$ cat config.mk
export PLATFORM = sky130hd
export DESIGN_NAME = mem_responder
export DESIGN_NICKNAME = d
export VERILOG_FILES = /design/src/rtl/mem_responder.sv
export SDC_FILE = /design/constraint.sdc
export NUM_CORES = 1
export LEC_CHECK = 0
export CAP_MARGIN = 10
export CORE_MARGIN = 2
export CORE_UTILIZATION = 51
export DETAILED_ROUTE_END_ITERATION = 6
export MAX_ROUTING_LAYER = met4
export PLACE_DENSITY = 0.9
export SETUP_SLACK_MARGIN = 0.4
export SYNTH_ARGS = -nofsm -noshare
export SYNTH_HDL_FRONTEND = slang
export SYNTH_SLANG_ARGS = --single-unit
$ cat constraint.sdc
create_clock -name clk -period 3.7 [get_ports clk]
set_input_delay 0.555 -clock clk [delete_from_list [all_inputs] [get_ports clk]]
set_output_delay 0.555 -clock clk [all_outputs]
set_load 0.02 [all_outputs]
$ cat src/rtl/mem_responder.sv
// Memory-side responder for the 16-bit CPU: decodes each single-word request to
// block RAM, memory-mapped I/O registers or unmapped space, one access at a time.
`timescale 1ns/1ps
module mem_responder #(
   parameter int          MEM_DEPTH  = 1024,
   parameter int          RD_LATENCY = 1,
   parameter logic [15:0] IO_BASE    = 16'hFF00
) (
   input  logic        clk,
   input  logic        reset,
   input  logic        req_valid,
   input  logic        req_we,
   input  logic [15:0] req_addr,
   input  logic [15:0] req_wdata,
   output logic        req_ready,
   output logic        resp_valid,
   output logic [15:0] resp_rdata,
   output logic [15:0] ram_addr,
   output logic [15:0] ram_wdata,
   output logic        ram_we,
   input  logic [15:0] ram_rdata,
   input  logic [9:0]  sw_in,
   output logic [15:0] led_out
);

   localparam logic [1:0] IDLE   = 2'd0;
   localparam logic [1:0] RAM_RD = 2'd1;
   localparam logic [1:0] RESP   = 2'd2;

   localparam logic [16:0] MEM_LIMIT = 17'(MEM_DEPTH);
   localparam logic [2:0]  WAIT_INIT = 3'(RD_LATENCY);
   localparam logic [15:0] IO_LED    = IO_BASE;
   localparam logic [15:0] IO_SW     = IO_BASE + 16'd1;
   localparam logic [15:0] IO_CNT    = IO_BASE + 16'd2;

   logic [1:0]  state_r;
   logic [1:0]  next_state_s;
   logic [2:0]  wait_r;
   logic        rd_ram_r;
   logic [15:0] pend_rdata_r;
   logic        req_ready_r;
   logic        resp_valid_r;
   logic [15:0] resp_rdata_r;
   logic [15:0] ram_addr_r;
   logic [15:0] ram_wdata_r;
   logic        ram_we_r;
   logic [15:0] led_r;
   logic [15:0] cnt_r;
   logic        accept_s;
   logic        hit_ram_s;
   logic        hit_io_s;
   logic        led_load_s;
   logic        cnt_load_s;
   logic [15:0] io_rdata_s;

   assign req_ready  = req_ready_r;
   assign resp_valid = resp_valid_r;
   assign resp_rdata = resp_rdata_r;
   assign ram_addr   = ram_addr_r;
   assign ram_wdata  = ram_wdata_r;
   assign ram_we     = ram_we_r;
   assign led_out    = led_r;

   // Acceptance, address decode and I/O read mux; RAM wins if the windows overlap
   always_comb begin
      accept_s   = req_ready_r & req_valid & (state_r == IDLE);
      hit_ram_s  = ({1'b0, req_addr} < MEM_LIMIT);
      hit_io_s   = ~hit_ram_s & (req_addr >= IO_BASE);
      led_load_s = accept_s & hit_io_s & req_we & (req_addr == IO_LED);
      cnt_load_s = accept_s & hit_io_s & req_we & (req_addr == IO_CNT);
      if (hit_io_s && !req_we) begin
         if (req_addr == IO_LED) begin
            io_rdata_s = led_r;
         end else if (req_addr == IO_SW) begin
            io_rdata_s = {6'd0, sw_in};
         end else if (req_addr == IO_CNT) begin
            io_rdata_s = cnt_r;
         end else begin
            io_rdata_s = 16'd0;
         end
      end else begin
         io_rdata_s = 16'd0;
      end
   end

   // Next-state logic; RAM_RD with a zero wait count is the one-cycle turnaround
   // used by writes, I/O and unmapped accesses
   always_comb begin
      next_state_s = state_r;
      case (state_r)
         IDLE: begin
            if (accept_s) begin
               next_state_s = RAM_RD;
            end else begin
               next_state_s = IDLE;
            end
         end
         RAM_RD: begin
            if (wait_r == 3'd0) begin
               next_state_s = RESP;
            end else begin
               next_state_s = RAM_RD;
            end
         end
         RESP:    next_state_s = IDLE;
         default: next_state_s = IDLE;
      endcase
   end

   // Access sequencing, RAM port and response datapath
   always_ff @(posedge clk) begin
      if (!reset) begin
         state_r      <= IDLE;
         wait_r       <= 3'd0;
         rd_ram_r     <= 1'b0;
         pend_rdata_r <= 16'd0;
         req_ready_r  <= 1'b0;
         resp_valid_r <= 1'b0;
         resp_rdata_r <= 16'd0;
         ram_addr_r   <= 16'd0;
         ram_wdata_r  <= 16'd0;
         ram_we_r     <= 1'b0;
      end else begin
         state_r      <= next_state_s;
         req_ready_r  <= (next_state_s == IDLE);
         resp_valid_r <= (next_state_s == RESP);
         ram_we_r     <= 1'b0;
         if (accept_s) begin
            wait_r       <= (hit_ram_s & ~req_we) ? WAIT_INIT : 3'd0;
            rd_ram_r     <= hit_ram_s & ~req_we;
            pend_rdata_r <= io_rdata_s;
            if (hit_ram_s) begin
               ram_addr_r <= req_addr;
               if (req_we) begin
                  ram_wdata_r <= req_wdata;
                  ram_we_r    <= 1'b1;
               end else begin
                  ram_wdata_r <= ram_wdata_r;
               end
            end else begin
               ram_addr_r <= ram_addr_r;
            end
         end else if ((state_r == RAM_RD) && (wait_r != 3'd0)) begin
            wait_r <= wait_r - 3'd1;
         end else begin
            wait_r <= wait_r;
         end
         // Response data only changes on entry to RESP, so it holds otherwise
         if ((state_r == RAM_RD) && (wait_r == 3'd0)) begin
            resp_rdata_r <= rd_ram_r ? ram_rdata : pend_rdata_r;
         end else begin
            resp_rdata_r <= resp_rdata_r;
         end
      end
   end

   // LED register and free-running cycle counter; a counter write beats the increment
   always_ff @(posedge clk) begin
      if (!reset) begin
         led_r <= 16'd0;
         cnt_r <= 16'd0;
      end else begin
         if (led_load_s) begin
            led_r <= req_wdata;
         end else begin
            led_r <= led_r;
         end
         if (cnt_load_s) begin
            cnt_r <= req_wdata;
         end else begin
            cnt_r <= cnt_r + 16'd1;
         end
      end
   end

endmodule

==> flow_summary.json <==
{
  "slew_viol_final": 0,
  "hold_slack_ps": 463,
  "clock.fmax_ghz": 0.386,
  "netlist_area_sq_um": 4520,
  "areaGrowthSynthToFinish_pct": 33.2,
  "pwr-share-clk_pct": 34.4,
  "cts-resized-gates": 0,
  "cp_max_fo": 16,
  "routed_via_density": 5.56,
  "ant_nets": 0,
  "setup_tns_ps": 0,
  "chipWidth_um": 98.2,
  "hold_path_startpoint": "ram_wdata[13]",
  "finalPower_w": 0.00205,
  "synthArstFlopShare_pct": 0,
  "synth-seq-cells": 105,
  "hold_path_depth": 2,
  "dieArea_sq_um": 9640,
  "seqCellArea_sq_um": 2100,
  "rows": 34,
  "post-cts-setup-buffers": 0,
  "drive_gt1_share_pct": 6.55,
  "p_seq_share_pct": 56.3,
  "ys_types": 43,
  "p_sw_share_pct": 22.9,
  "cts_tree": "built",
  "cts_hold_buf": 0,
  "finalCritPeriodShare_pct": 70.1,
  "synth_top_cell_by_area": "dfxtp_1",
  "die_y_um": 98.2,
  "drt_iter0_markers": 158,
  "worstSetupStartpointType": "input port",
  "initial_core_util_pct": 52.1,
  "p_comb_share_pct": 9.4,
  "yosysMostFrequentCell": "dfxtp_1",
  "synth_top_area_share_pct": 46.5,
  "required_ps": 3980,
  "grt_pass1_vias": 3898,
  "maxCapViolCount": 0,
  "htreeDepth": 3,
  "yosys_warnings": 0,
  "synth_common_cells": "dfxtp_1 (105), nand2_1 (101), mux2i_1 (27), o211a_1 (22)",
  "drcViolationCount": 0,
  "wire_per_inst_um": 16.5,
  "p_int_w": 0.00158,
  "setup_viol": 0,
  "hp-class": "reg -> reg",
  "worstPathCellList": "clkdlybuf4s50_1 -> or4_4 -> nor4_4 -> and3_1 -> nand2_1 -> a21boi_0",
  "post-route-min-period_ps": 2590,
  "outcome": "finished, final reports clean",
  "design.portCount": 129,
  "num_vias": 3912,
  "cts_inserted_buffers": 9,
  "gp_congestion": 0.817,
  "avgSynthCellArea_sq_um": 9.46,
  "power.density_nw_per_um2": 341,
  "p_sw_w": 0.000470,
  "worstPathArrival_ps": 2870,
  "ys_seq_area_share_pct": 46.5,
  "p_leak_nw": 2.38,
  "multiInputGateArea_sq_um": 2270,
  "clockBufferDepth": 2,
  "antenna_found_initial": 0,
  "synthFlopType": "dfxtp_1",
  "synth_edf_count": 0,
  "io_buffers": 128,
  "r2r_start": "state_r[0]",
  "fin_nets": 655,
  "path_class": "in -> reg",
  "cts.sink_count": 105,
  "worstMarginPinSlew_ps": 1050,
  "cp-end-kind": "register",
  "synth_cells": 478,
  "dp_hpwl_um": 8460,
  "drtPass1Iterations": 4,
  "clkLatencyLatePin_ps": 360,
  "rr_endpoint": "led_out[3]",
  "slowest_delay_ps": 600,
  "grt-ovfl-total": 0,
  "fin_skew_ps": 7.00,
  "peakVddDrop_mv": 0.246,
  "clk_pin_slew_ps": 90,
  "min_to": "ram_wdata[13]",
  "relSlewSlack_pct": 30.2,
  "hold_viol": 0,
  "coreArea_sq_um": 8680,
  "fillers": 695,
  "worst-r2r-setup-slack_ps": 1610,
  "synthTopCellsByArea": "dfxtp_1 (46%), nand2_1 (8.4%), mux2i_1 (6.0%)",
  "grt_pass1_wl_um": 19100,
  "cp_slowest_cell": "or4_4",
  "grt_use_total_pct": 25.1,
  "r2r_cells": 5,
  "ctsRootBufferMaster": "clkbuf_8",
  "diodes": 0,
  "syn-num-nets": 543,
  "rsz0062_at_grt": "no",
  "routed_wl_um": 11600,
  "grt_start_max_net_pins": 99
}
==> cells in the final DEF, fill, tap and decap left out, types with 2 or more instances in the layout <==
cell type        count
a21boi_2            10
nor3b_1              2
o211a_1             22
dfxtp_1            105
clkinv_2             2
clkdlybuf4s50_1    127
o21ai_0             16
clkinvlp_4           2
nand4_1              4
and3_1              21
ha_1                 3
a21boi_0            13
nor2b_1             14
mux2i_1             27
nor2_1               9
nand2_1            101
nor3_2               2
a221o_1             10
nor3_1               2
inv_1                4
nor4b_2              2
nor4_4               2
xnor2_1             11
xor2_1               5
a22o_1              10
and2_1               6
a21oi_1             10
a22oi_1              6
clkbuf_8            10
a21boi_1            10
nand2b_1             2
nand3_1              7
buf_4                4
==> state kept, by name, indices dropped and copies added (netlist names) <==
register / flops
rd_ram_r: 1
resp_valid: 1
resp_rdata: 16
led_out: 16
ram_wdata: 16
pend_rdata_r: 16
ram_addr: 16
state_r: 2
req_ready: 1
ram_we: 1
cnt_r: 16
wait_r: 3
==> logic make-up after synthesis <==
kind of cell | count (synthesis) | synth area share, %
xor gates and xnor gates | 16 | 3.10
buffers and inverters | 35 | 3.37
AOI/OAI and AO/OA | 109 | 19.5
and+or+nand+nor | 183 | 20.7
adders and majority gates | 3 | 0.830
DFF | 105 | 46.5
muxes | 27 | 5.98
==> routing by layer <==
layer | part of all wire (%) | wire length [um] | vias to the layer above | global-route usage [%]
met2 | 48 | 5590 | 137 | 40.6
li1 | - | - | 1895 | -
met1 | 44 | 5080 | 1855 | 31.1
met3 | 5.2 | 602 | 25 | 4.94
met4 | 3.1 | 355 | 0 | 9.48
met5 | 0 | 0 | - | -
==> through the flow <==
step | cells | instance area (sq um) | utilization (%) | worst slack (ps)
2_1_floorplan | 478 | 4520 | - | 1610
3_3_place_gp | 687 | 5830 | 67.1 | 916
3_5_place_dp | 687 | 5830 | 67.1 | 792
4_1_cts | 703 | 6020 | 69.4 | 1150
5_1_grt | 703 | 6020 | 69.4 | 1040
6_report | 703 | 6020 | 69.4 | 1110
==> worst max-delay path, delay by kind of cell <==
kind                   cells  cell delay, ps
AOI/OAI and AO/OA          1             210
buffers and inverters      1             430
and+or+nand+nor            4            1670
==> power by group through the flow <==
| stage | clock network (W) | registers, W | logic [W] |
|---|---|---|---|
| detailed placement | 0 | 0.00118 | 0.000191 |
| CTS | 0.000720 | 0.00115 | 0.000192 |
| global route | 0.000770 | 0.00116 | 0.000205 |
| floorplan | 0 | 0.00119 | 0.0000646 |
| finish | 0.000706 | 0.00115 | 0.000192 |
| global placement | 0 | 0.00118 | 0.000186 |
==> how the worst max path moves through the flow <==
stage / startpoint / to / slack [ps] / cells past startpoint
final: req_addr[2] / led_out[3] / 1110 / 6
after global routing: req_addr[2] / led_out[6] / 1040 / 6
after CTS: req_addr[2] / led_out[3] / 1150 / 6
after detailed placement: req_addr[2] / led_out[3] / 790 / 6
after global placement: req_addr[2] / led_out[9] / 920 / 6
after floorplan: req_addr[2] / cnt_r[2] / 1610 / 5
==> layout make-up <==
class | count | share of cell area (%)
clock buffers | 11 | 2.35
clock inverters | 5 | 0.914
inverters | 4 | 0.249
multi-input cells | 338 | 37.7
flip-flops and latches | 105 | 34.9
well taps | 108 | 2.24
repair buffers | 132 | 21.7
Note: power is estimated with default switching activity, not from simulation.
